**src/rtl/comparatore_operand_loader_pkg.sv**
```systemverilog
// Shared types for the comparator operand loader: FSM state encoding and default sizes.
// Optional hit statistics are enabled with COMP_LOADER_STATS_EN.
package comparatore_operand_loader_pkg;

    localparam int DEFAULT_WIDTH = 3;
    localparam int DEFAULT_CNT_W = 8;

    typedef enum logic [2:0] {
        LOAD_A = 3'd0,
        LOAD_B = 3'd1,
        LOAD_C = 3'd2,
        EVAL   = 3'd3,
        HOLD   = 3'd4
    } state_e;

    function automatic logic is_load_state(state_e s);
        return (s == LOAD_A) || (s == LOAD_B) || (s == LOAD_C);
    endfunction

endpackage

```
**src/rtl/comparatore_operand_loader_if.sv**
```systemverilog
// Bundle of operand stream, comparator link and result stream for the operand loader.
// With COMP_LOADER_STATS_EN defined the bundle also carries the saturating hit counter.
//
// Handshake: a word moves on an edge where valid and ready are both high; the sender
// keeps data stable while valid is high and ready is low, and ready never waits on valid.
interface comparatore_operand_loader_if
    import comparatore_operand_loader_pkg::*;
#(
    parameter int WIDTH = DEFAULT_WIDTH
`ifdef COMP_LOADER_STATS_EN
    , parameter int CNT_W = DEFAULT_CNT_W
`endif
);
    logic             flush;
    logic [WIDTH-1:0] in_data;
    logic             in_valid;
    logic             in_ready;
    logic [WIDTH-1:0] a;
    logic [WIDTH-1:0] b;
    logic [WIDTH-1:0] c;
    logic             cmp_out;
    logic             res_data;
    logic             res_valid;
    logic             res_ready;
    logic             busy;
    logic [2:0]       state_dbg;
`ifdef COMP_LOADER_STATS_EN
    logic [CNT_W-1:0] hit_cnt;

    modport master (
        input  flush, in_data, in_valid, cmp_out, res_ready,
        output in_ready, a, b, c, res_data, res_valid, busy, state_dbg, hit_cnt
    );
    modport slave (
        output flush, in_data, in_valid, cmp_out, res_ready,
        input  in_ready, a, b, c, res_data, res_valid, busy, state_dbg, hit_cnt
    );
`else
    modport master (
        input  flush, in_data, in_valid, cmp_out, res_ready,
        output in_ready, a, b, c, res_data, res_valid, busy, state_dbg
    );
    modport slave (
        output flush, in_data, in_valid, cmp_out, res_ready,
        input  in_ready, a, b, c, res_data, res_valid, busy, state_dbg
    );
`endif
endinterface

```
**src/rtl/comparatore_operand_loader.sv**
```systemverilog
// Serially loads operands a, b, c for comparatore_3bit, samples its output once and returns it
// on a result stream. COMP_LOADER_STATS_EN adds a saturating count of delivered 1-results.
module comparatore_operand_loader
    import comparatore_operand_loader_pkg::*;
#(
    parameter int WIDTH = DEFAULT_WIDTH
`ifdef COMP_LOADER_STATS_EN
    , parameter int CNT_W = DEFAULT_CNT_W
`endif
) (
    input logic                          clk,
    input logic                          rst_n,
    comparatore_operand_loader_if.master lif
);

    state_e           state_q, state_d;
    logic [WIDTH-1:0] a_q, a_d;
    logic [WIDTH-1:0] b_q, b_d;
    logic [WIDTH-1:0] c_q, c_d;
    logic             res_data_q, res_data_d;
    logic             res_valid_q, res_valid_d;
    logic             in_ready;
    logic             accept;

    assign in_ready = is_load_state(state_q);
    assign accept   = lif.in_valid & in_ready;

    always_comb begin
        state_d     = state_q;
        a_d         = a_q;
        b_d         = b_q;
        c_d         = c_q;
        res_data_d  = res_data_q;
        res_valid_d = res_valid_q;

        case (state_q)
            LOAD_A: if (accept) begin
                a_d     = lif.in_data;
                state_d = LOAD_B;
            end
            LOAD_B: if (accept) begin
                b_d     = lif.in_data;
                state_d = LOAD_C;
            end
            LOAD_C: if (accept) begin
                c_d     = lif.in_data;
                state_d = EVAL;
            end
            // a/b/c have been stable for a full cycle, so the comparator output is settled.
            EVAL: begin
                res_data_d  = lif.cmp_out;
                res_valid_d = 1'b1;
                state_d     = HOLD;
            end
            HOLD: if (lif.res_ready) begin
                res_valid_d = 1'b0;
                state_d     = LOAD_A;
            end
            default: state_d = LOAD_A;
        endcase

        // Abort wins over any handshake on the same edge.
        if (lif.flush) begin
            state_d     = LOAD_A;
            res_valid_d = 1'b0;
            a_d         = '0;
            b_d         = '0;
            c_d         = '0;
        end
    end

`ifdef COMP_LOADER_STATS_EN
    logic [CNT_W-1:0] hit_cnt_q, hit_cnt_d;

    // A result dropped by flush on its handshake edge was never delivered, so it is not counted.
    always_comb begin
        hit_cnt_d = hit_cnt_q;
        if (!lif.flush && res_valid_q && lif.res_ready && res_data_q && !(&hit_cnt_q))
            hit_cnt_d = hit_cnt_q + CNT_W'(1);
    end
`endif

    always_ff @(posedge clk or negedge rst_n) begin
        if (!rst_n) begin
            state_q     <= LOAD_A;
            a_q         <= '0;
            b_q         <= '0;
            c_q         <= '0;
            res_data_q  <= 1'b0;
            res_valid_q <= 1'b0;
`ifdef COMP_LOADER_STATS_EN
            hit_cnt_q   <= '0;
`endif
        end else begin
            state_q     <= state_d;
            a_q         <= a_d;
            b_q         <= b_d;
            c_q         <= c_d;
            res_data_q  <= res_data_d;
            res_valid_q <= res_valid_d;
`ifdef COMP_LOADER_STATS_EN
            hit_cnt_q   <= hit_cnt_d;
`endif
        end
    end

    assign lif.in_ready  = in_ready;
    assign lif.a         = a_q;
    assign lif.b         = b_q;
    assign lif.c         = c_q;
    assign lif.res_data  = res_data_q;
    assign lif.res_valid = res_valid_q;
    assign lif.busy      = (state_q != LOAD_A);
    assign lif.state_dbg = state_q;
`ifdef COMP_LOADER_STATS_EN
    assign lif.hit_cnt   = hit_cnt_q;
`endif

endmodule

```
**src/flat_wrapper.sv**
```systemverilog
// flat-port wrapper written by rule: the top's interface ports become plain ports
module comparatore_operand_loader_flat import comparatore_operand_loader_pkg::*;
#(
    parameter int WIDTH = DEFAULT_WIDTH

)
  (clk, rst_n, lif_flush, lif_in_data, lif_in_valid, lif_cmp_out, lif_res_ready, lif_in_ready, lif_a, lif_b, lif_c, lif_res_data, lif_res_valid, lif_busy, lif_state_dbg);
  comparatore_operand_loader_if #(.WIDTH(WIDTH)) lif_i ();
  input logic clk;
  input logic rst_n;
  input wire logic [$bits(lif_i.flush)-1:0] lif_flush;
  input wire logic [$bits(lif_i.in_data)-1:0] lif_in_data;
  input wire logic [$bits(lif_i.in_valid)-1:0] lif_in_valid;
  input wire logic [$bits(lif_i.cmp_out)-1:0] lif_cmp_out;
  input wire logic [$bits(lif_i.res_ready)-1:0] lif_res_ready;
  output wire logic [$bits(lif_i.in_ready)-1:0] lif_in_ready;
  output wire logic [$bits(lif_i.a)-1:0] lif_a;
  output wire logic [$bits(lif_i.b)-1:0] lif_b;
  output wire logic [$bits(lif_i.c)-1:0] lif_c;
  output wire logic [$bits(lif_i.res_data)-1:0] lif_res_data;
  output wire logic [$bits(lif_i.res_valid)-1:0] lif_res_valid;
  output wire logic [$bits(lif_i.busy)-1:0] lif_busy;
  output wire logic [$bits(lif_i.state_dbg)-1:0] lif_state_dbg;
  assign lif_i.flush = lif_flush;
  assign lif_i.in_data = lif_in_data;
  assign lif_i.in_valid = lif_in_valid;
  assign lif_i.cmp_out = lif_cmp_out;
  assign lif_i.res_ready = lif_res_ready;
  assign lif_in_ready = lif_i.in_ready;
  assign lif_a = lif_i.a;
  assign lif_b = lif_i.b;
  assign lif_c = lif_i.c;
  assign lif_res_data = lif_i.res_data;
  assign lif_res_valid = lif_i.res_valid;
  assign lif_busy = lif_i.busy;
  assign lif_state_dbg = lif_i.state_dbg;
  comparatore_operand_loader #(.WIDTH(WIDTH)) u_core (.clk(clk), .rst_n(rst_n), .lif(lif_i));
endmodule
```
**config.mk**
```make
export PLATFORM = sky130hd
export DESIGN_NAME = comparatore_operand_loader_flat
export DESIGN_NICKNAME = d
export VERILOG_FILES = /design/src/rtl/comparatore_operand_loader_pkg.sv /design/src/rtl/comparatore_operand_loader_if.sv /design/src/rtl/comparatore_operand_loader.sv /design/src/flat_wrapper.sv
export SDC_FILE = /design/constraint.sdc
export NUM_CORES = 1
export LEC_CHECK = 0
export ABC_AREA = 1
export BUFFER_PORTS_ARGS = -buffer_cell sky130_fd_sc_hd__buf_4
export CORE_MARGIN = 2
export CORE_UTILIZATION = 25
export CTS_CLUSTER_DIAMETER = 50
export DETAILED_ROUTE_END_ITERATION = 12
export SLEW_MARGIN = 40
export SYNTH_ARGS = -nofsm -noshare
export SYNTH_HDL_FRONTEND = slang
export SYNTH_SLANG_ARGS = --single-unit
export TNS_END_PERCENT = 1
```
**constraint.sdc**
```tcl
create_clock -name clk -period 1.1 [get_ports clk]
set_input_delay 0.055 -clock clk [delete_from_list [all_inputs] [get_ports clk]]
set_output_delay 0.055 -clock clk [all_outputs]
set_load 0.02 [all_outputs]
```
==> qor.txt, run 1 <==
Status = finished, violations left
Failing checks = negative setup slack
Root buffer cell = clkbuf_4
Sink Count = 14
Crit-path leading delay family = flip-flops
Antenna violations before repair = 0
GRT Total Usage = 11.59%
Setup Skew = 0.005888 ns
Most frequent cells in the layout = buf_4 (25), nand3_1 (15), dfrtp_1 (11)
First-pass GRT wire length = 2.953 mm
Vias in the first global route = 674
Pins Over Slew Limit = 0
Warnings from Yosys = 0
Synth Area per Inst = 9.009 um2
Via count = 666
Setup_tns = -0.07231 ns
Top layer in use = met4
Initial DRC Count = 11
Pin count of the biggest net entering global routing = 16
Synthesized Nets = 84
Grt total ovfl = 0
Fmax = 893.2 MHz
Inserted Clock Buffers = 3
Critical Path Source Type = register
Fin cells = 141
Worst-path maximum fanout = 6
DRC = 0
Fin crit share = 101.8%
Leakage = 0.5295 nW
CTS tree = done
Vias per cell = 4.723
DP Wirelength = 1.202 mm
Fin nets = 121
Die H = 55.99 um
Die width = 55.99 um
Final WS setup = -0.01962 ns
Largest stage delay, worst path = 0.46 ns
Port Buffers = 24
Initial core utilization = 26.79%
Critical path class = reg2reg
Most common cell after layout, fill and taps aside = buf_4
Slew headroom = 83.43%
Area grow syn2layout = 56.30%
Synth Cell Area = 675.6 um2
First-pass iteration count of the detailed router = 4
Row cnt = 18
Crit path max-delay cell type = dfrtp_2
CP required = 1.26 ns
Cell Chain, Critical Path = buf_6, nor2_4, nand3_4, nand3_1, o21ai_1
Seq/Total Area, Yosys = 51.85%
Minimum clock period = 1.120 ns
Core area = 0.002522 mm2
Reg clk slew, reported paths = 0.09 ns
# IOs = 25
Maximum vdd drop = 800.0 uV
DR WL met2 = 829 um
Wl on met1 = 777 um
Die Area = 0.003134 mm2
Least-Margin Pin Slew = 0.2482 ns
Inserted Diodes = 0
Final setup viols = 5
P per Cell Area = 1611 mW/mm2
Final WL = 1.726 mm
Detail Route met3 WL = 106 um
GP Congestion = 0.7521
Fill cells = 251
Cell count after synthesis = 75
RSZ-0062 raised after global routing = true
Synth unique cells = 19
CP Buf/Inv Count = 1
Cell Count Post-Placement = 128
Worst skew pair latency = 0.27 ns
Final hold viol count = 0
WL/cell = 12.24 um
Share of layout cells above drive strength 1 = 47.75%
#FFs+latches synth = 14
CTS H-tree lvls = 1
Worst setup EP type = register
Max Cap Viol = 0
Worst EP arrival = 1.28 ns
Clock Tree Buf Depth = 2
Post-route antenna net violation count = 0
Type of the worst min-delay path = in2reg
-- cells in the mapped netlist, drive strengths merged --
library cell / n / area (um2)
nand3: 16 / 85.08
nor2: 9 / 51.29
and3: 1 / 6.260
nand4: 1 / 6.260
a21oi: 1 / 5.000
o21ai: 11 / 62.56
buf: 2 / 18.77
nor3: 2 / 10.01
inv: 5 / 18.77
nand2: 13 / 61.31
dfrtp: 14 / 350.3
-- layout make-up --
class                      instances  area, um2  share of cell area, %
multi-input combinational         54      324.1                  30.69
clock buffer                       4      36.28                  3.436
sequential                        14      354.1                  33.53
tap                               30      37.54                  3.555
inverter                           5      18.77                  1.777
timing repair buffer              34      285.3                  27.01
-- repair_timing --
action,4_1_cts,5_1_grt
hold buffers,3,0
resized for setup,11,2
setup buffers,6,0
gates cloned,0,0
hold endpoints to repair,16,0
pin swaps,5,2
setup endpoints to repair,5,17
-- power breakdown --
part | switching, W | internal [W]
registers | 0.0000624 | 0.000585
logic | 0.000381 | 0.000304
clock network | 0.000167 | 0.000201
total | 0.000611 | 0.00109
-- per-layer routing --
metal	vias up	track usage [%]
li1	327	-
met1	316	15.54
met2	21	18.32
met3	2	3.256
met4	0	3.061
met5	-	0
-- registers in the layout, summed over array words and instances (netlist names) --
register / flops
u_core.lif.state_dbg: 3
u_core.lif.c: 3
u_core.lif.b: 3
u_core.lif.res_data: 1
u_core.lif.res_valid: 1
u_core.lif.a: 3
-- worst register-to-register path, delay by kind of cell (launching register included) --
kind,cells,cell delay [ns]
AO/OA/AOI/OAI,1,0.06
AND/OR/NAND/NOR,3,0.35
buffers and inverters,1,0.15
flip-flops,1,0.46
-- cell families (layout without fill, tap and decap cells) --
| kind of cell | after synthesis | after routing | share of synthesized area, % |
|---|---|---|---|
| buffers and inverters | 7 | 43 | 5.556 |
| AND/OR/NAND/NOR | 42 | 42 | 32.59 |
| AO/OA/AOI/OAI | 12 | 12 | 9.999 |
| flip-flops | 14 | 14 | 51.85 |
-- through the flow --
step                      setup WS (ns)  utilization, %  total power (W)  cell area, um2  hold slack (ns)
after floorplan               -0.002219               -        0.0009785           686.9          -0.2406
after global placement         -0.03781           35.27         0.001188           889.6         -0.08635
after detailed placement       -0.03409           35.27         0.001194           889.6         -0.08485
after CTS                      -0.02189           41.57         0.001694            1049          0.07590
after global routing            -0.1002           41.87         0.001800            1056          0.09113
final                          -0.01962           41.87         0.001701            1056          0.07780
-- path summary, 6_finish.rpt --
path | from | endpoint | slack (ns) | cells past startpoint
min in group asynchronous | rst_n | u_core.lif.b[1] | 0.16 | 2
max | u_core.lif.state_dbg[0] | u_core.lif.c[2] | -0.02 | 5
min reg2reg | u_core.lif.res_data | u_core.lif.res_data | 0.50 | 2
min | lif_in_valid | u_core.lif.c[2] | 0.08 | 3
max reg2reg | u_core.lif.state_dbg[0] | u_core.lif.c[2] | -0.02 | 5
max in group asynchronous | rst_n | u_core.lif.state_dbg[2] | 0.75 | 2
No activity file was read; power rests on OpenSTA's default activity.
==> run 2, diff against run 1 <==
--- a/config.mk
+++ b/config.mk
@@ -11,6 +11,7 @@
 export CORE_UTILIZATION = 25
 export CTS_CLUSTER_DIAMETER = 50
 export DETAILED_ROUTE_END_ITERATION = 12
+export PLACE_DENSITY = 0.46
 export SLEW_MARGIN = 40
 export SYNTH_ARGS = -nofsm -noshare
 export SYNTH_HDL_FRONTEND = slang
==> run 2 against run 1 <==
Against the previous run:
- the run still ends with negative setup slack left
- combinational power shrank 2%
- sequential cell count is the same
- total power grew 0.36%
- utilization grew 0.35 points
- clock power grew 5%
- critical path type is now reg2out
- die area is the same
- register-to-register slack is essentially flat
- critical endpoint is now lif_in_ready
- clock skew shrank 0.0019 ns
- setup slack lost 0.038 ns
==> qor.txt, run 2 (same netlist as run 1, synthesis figures left out) <==
Status = finished, violations left
Failing checks = negative setup slack
Die H = 55.99 um (unchanged)
Final WL = 1.689 mm (-2.1%)
Vias in the first global route = 661 (-1.9%)
Final hold viol count = 0 (unchanged)
GP Congestion = 0.7391 (-1.7%)
Post-route antenna net violation count = 0 (unchanged)
Reg clk slew, reported paths = 0.09 ns (about the same)
RSZ-0062 raised after global routing = true
Inserted Diodes = 0 (unchanged)
Die width = 55.99 um (unchanged)
# IOs = 25 (unchanged)
Wl on met1 = 804 um (+3.5%)
Leakage = 0.5347 nW (+0.99%)
Cell Chain, Critical Path = buf_6, a21oi_2, buf_4
CTS H-tree lvls = 1 (unchanged)
P per Cell Area = 1604 mW/mm2 (-0.47%)
Seq. cell area = 354.1 um2 (unchanged)
Largest stage delay, worst path = 0.45 ns (about the same)
Most common cell after layout, fill and taps aside = buf_4
Final Cell Area = 0.001065 mm2 (+0.83%)
Crit path max-delay cell type = dfrtp_2
Vias per cell = 4.563 (-3.4%)
Dpl cell area = 897.1 um2 (+0.84%)
Detail Route met3 WL = 137 um (+29%)
Most frequent cells in the layout = buf_4 (26), nand3_1 (15), dfrtp_1 (11)
Fill cells = 271 (+8.0%)
Initial core utilization = 26.79% (unchanged)
Grt total ovfl = 0 (unchanged)
Row cnt = 18 (unchanged)
Initial DRC Count = 10 (-1)
Root buffer cell = clkbuf_4
Worst setup EP type = primary output
Worst skew pair latency = 0.29 ns (+0.02 ns)
Pin count of the biggest net entering global routing = 16 (unchanged)
Slew headroom = 83.09% (-0.34 points)
WL/cell = 11.89 um (-2.8%)
Maximum vdd drop = 903.4 uV (+13%)
Final WS setup = -0.05779 ns (-0.03817 ns)
DRC = 0 (unchanged)
Die Area = 0.003134 mm2 (unchanged)
Final setup viols = 6 (+1)
Worst EP arrival = 1.10 ns (-0.18 ns)
CP required = 1.04 ns (-0.22 ns)
Area grow syn2layout = 57.59%
Share of layout cells above drive strength 1 = 49.11% (+1.4 points)
Sink Count = 14 (unchanged)
Fin nets = 122 (+0.83%)
Core area = 0.002522 mm2 (unchanged)
DR WL met2 = 723 um (-13%)
Port Buffers = 24 (unchanged)
Fmax = 863.7 MHz (-3.3%)
Via count = 648 (-2.7%)
CTS tree = done
GRT Total Usage = 11.79% (+0.20 points)
First-pass GRT wire length = 2.925 mm (-0.95%)
Type of the worst min-delay path = in2reg
Fin crit share = 105.3% (+3.5 points)
DP Wirelength = 1.219 mm (+1.4%)
Critical Path Source Type = register
Worst-path maximum fanout = 3 (-3)
Least-Margin Pin Slew = 0.2533 ns (+0.005086 ns)
Pins Over Slew Limit = 0 (unchanged)
Pwr Total = 0.001707 W (+0.36%)
Max Cap Viol = 0 (unchanged)
Minimum clock period = 1.158 ns (+0.03817 ns)
Multi-input gate area = 331.6 um2 (+2.3%)
Setup slack at placement = -0.03304 ns (+0.001045 ns)
Top layer in use = met4
Critical path class = reg2out
Antenna violations before repair = 0 (unchanged)
First-pass iteration count of the detailed router = 4 (unchanged)
Setup Skew = 0.004006 ns (-0.001882 ns)
Clock Tree Buf Depth = 2 (unchanged)
Inserted Clock Buffers = 3 (unchanged)
run 2: layer usage:
layer  vias up  track usage (%)
met5         -                0
met4         0            4.082
met3         4            4.186
met2        22            18.49
met1       293            14.99
li1        329                -
run 2: worst paths after layout:
kind,startpoint,endpoint,slack [ns],cells after the start
min reg2reg,u_core.lif.res_data,u_core.lif.res_data,0.51,2
max,u_core.lif.state_dbg[1],lif_in_ready,-0.06,3
max reg2reg,u_core.lif.state_dbg[0],u_core.lif.c[1],-0.03,5
min,lif_in_valid,u_core.lif.c[2],0.06,3
min in group asynchronous,rst_n,u_core.lif.res_valid,0.14,2
max in group asynchronous,rst_n,u_core.lif.state_dbg[0],0.78,2
run 2: what timing repair did:
action                     CTS  global route
pin swaps                    2             4
gates resized for setup     10             5
buffers inserted             5             1
hold buffers                 3             0
setup endpoints to repair    5            17
hold endpoints to repair    16             0
run 2: where the power goes:
part	switching (W)	total (W)	internal [W]
combinational	0.000377	0.000674	0.000297
clock	0.000184	0.000386	0.000202
sequential	0.0000629	0.000648	0.000585
total	0.000624	0.00171	0.00108
run 2: worst max-delay path, delay by kind of cell (launching register included):
family                 cells  cell delay (ns)
AOI/OAI and AO/OA          1             0.10
DFF                        1             0.45
buffers and inverters      2             0.27
run 2: stage by stage:
step | std cells | hold WS, ns | TNS (ns) | utilization, %
4_1_cts | 141 | 0.07396 | -0.3272 | 41.07
6_report | 142 | 0.06105 | -0.1868 | 42.21
3_3_place_gp | 129 | -0.07812 | -0.05679 | 35.57
5_1_grt | 142 | 0.07568 | -1.004 | 42.21
3_5_place_dp | 129 | -0.07967 | -0.03304 | 35.57
2_1_floorplan | 75 | -0.2406 | -0.002219 | -
run 2: final cells by class:
class / count / area share, %
clock buffers: 4 / 3.408
inverters: 5 / 1.763
multi-input cells: 54 / 31.14
flip-flops and latches: 14 / 33.26
well taps: 30 / 3.525
repair buffers: 35 / 26.91
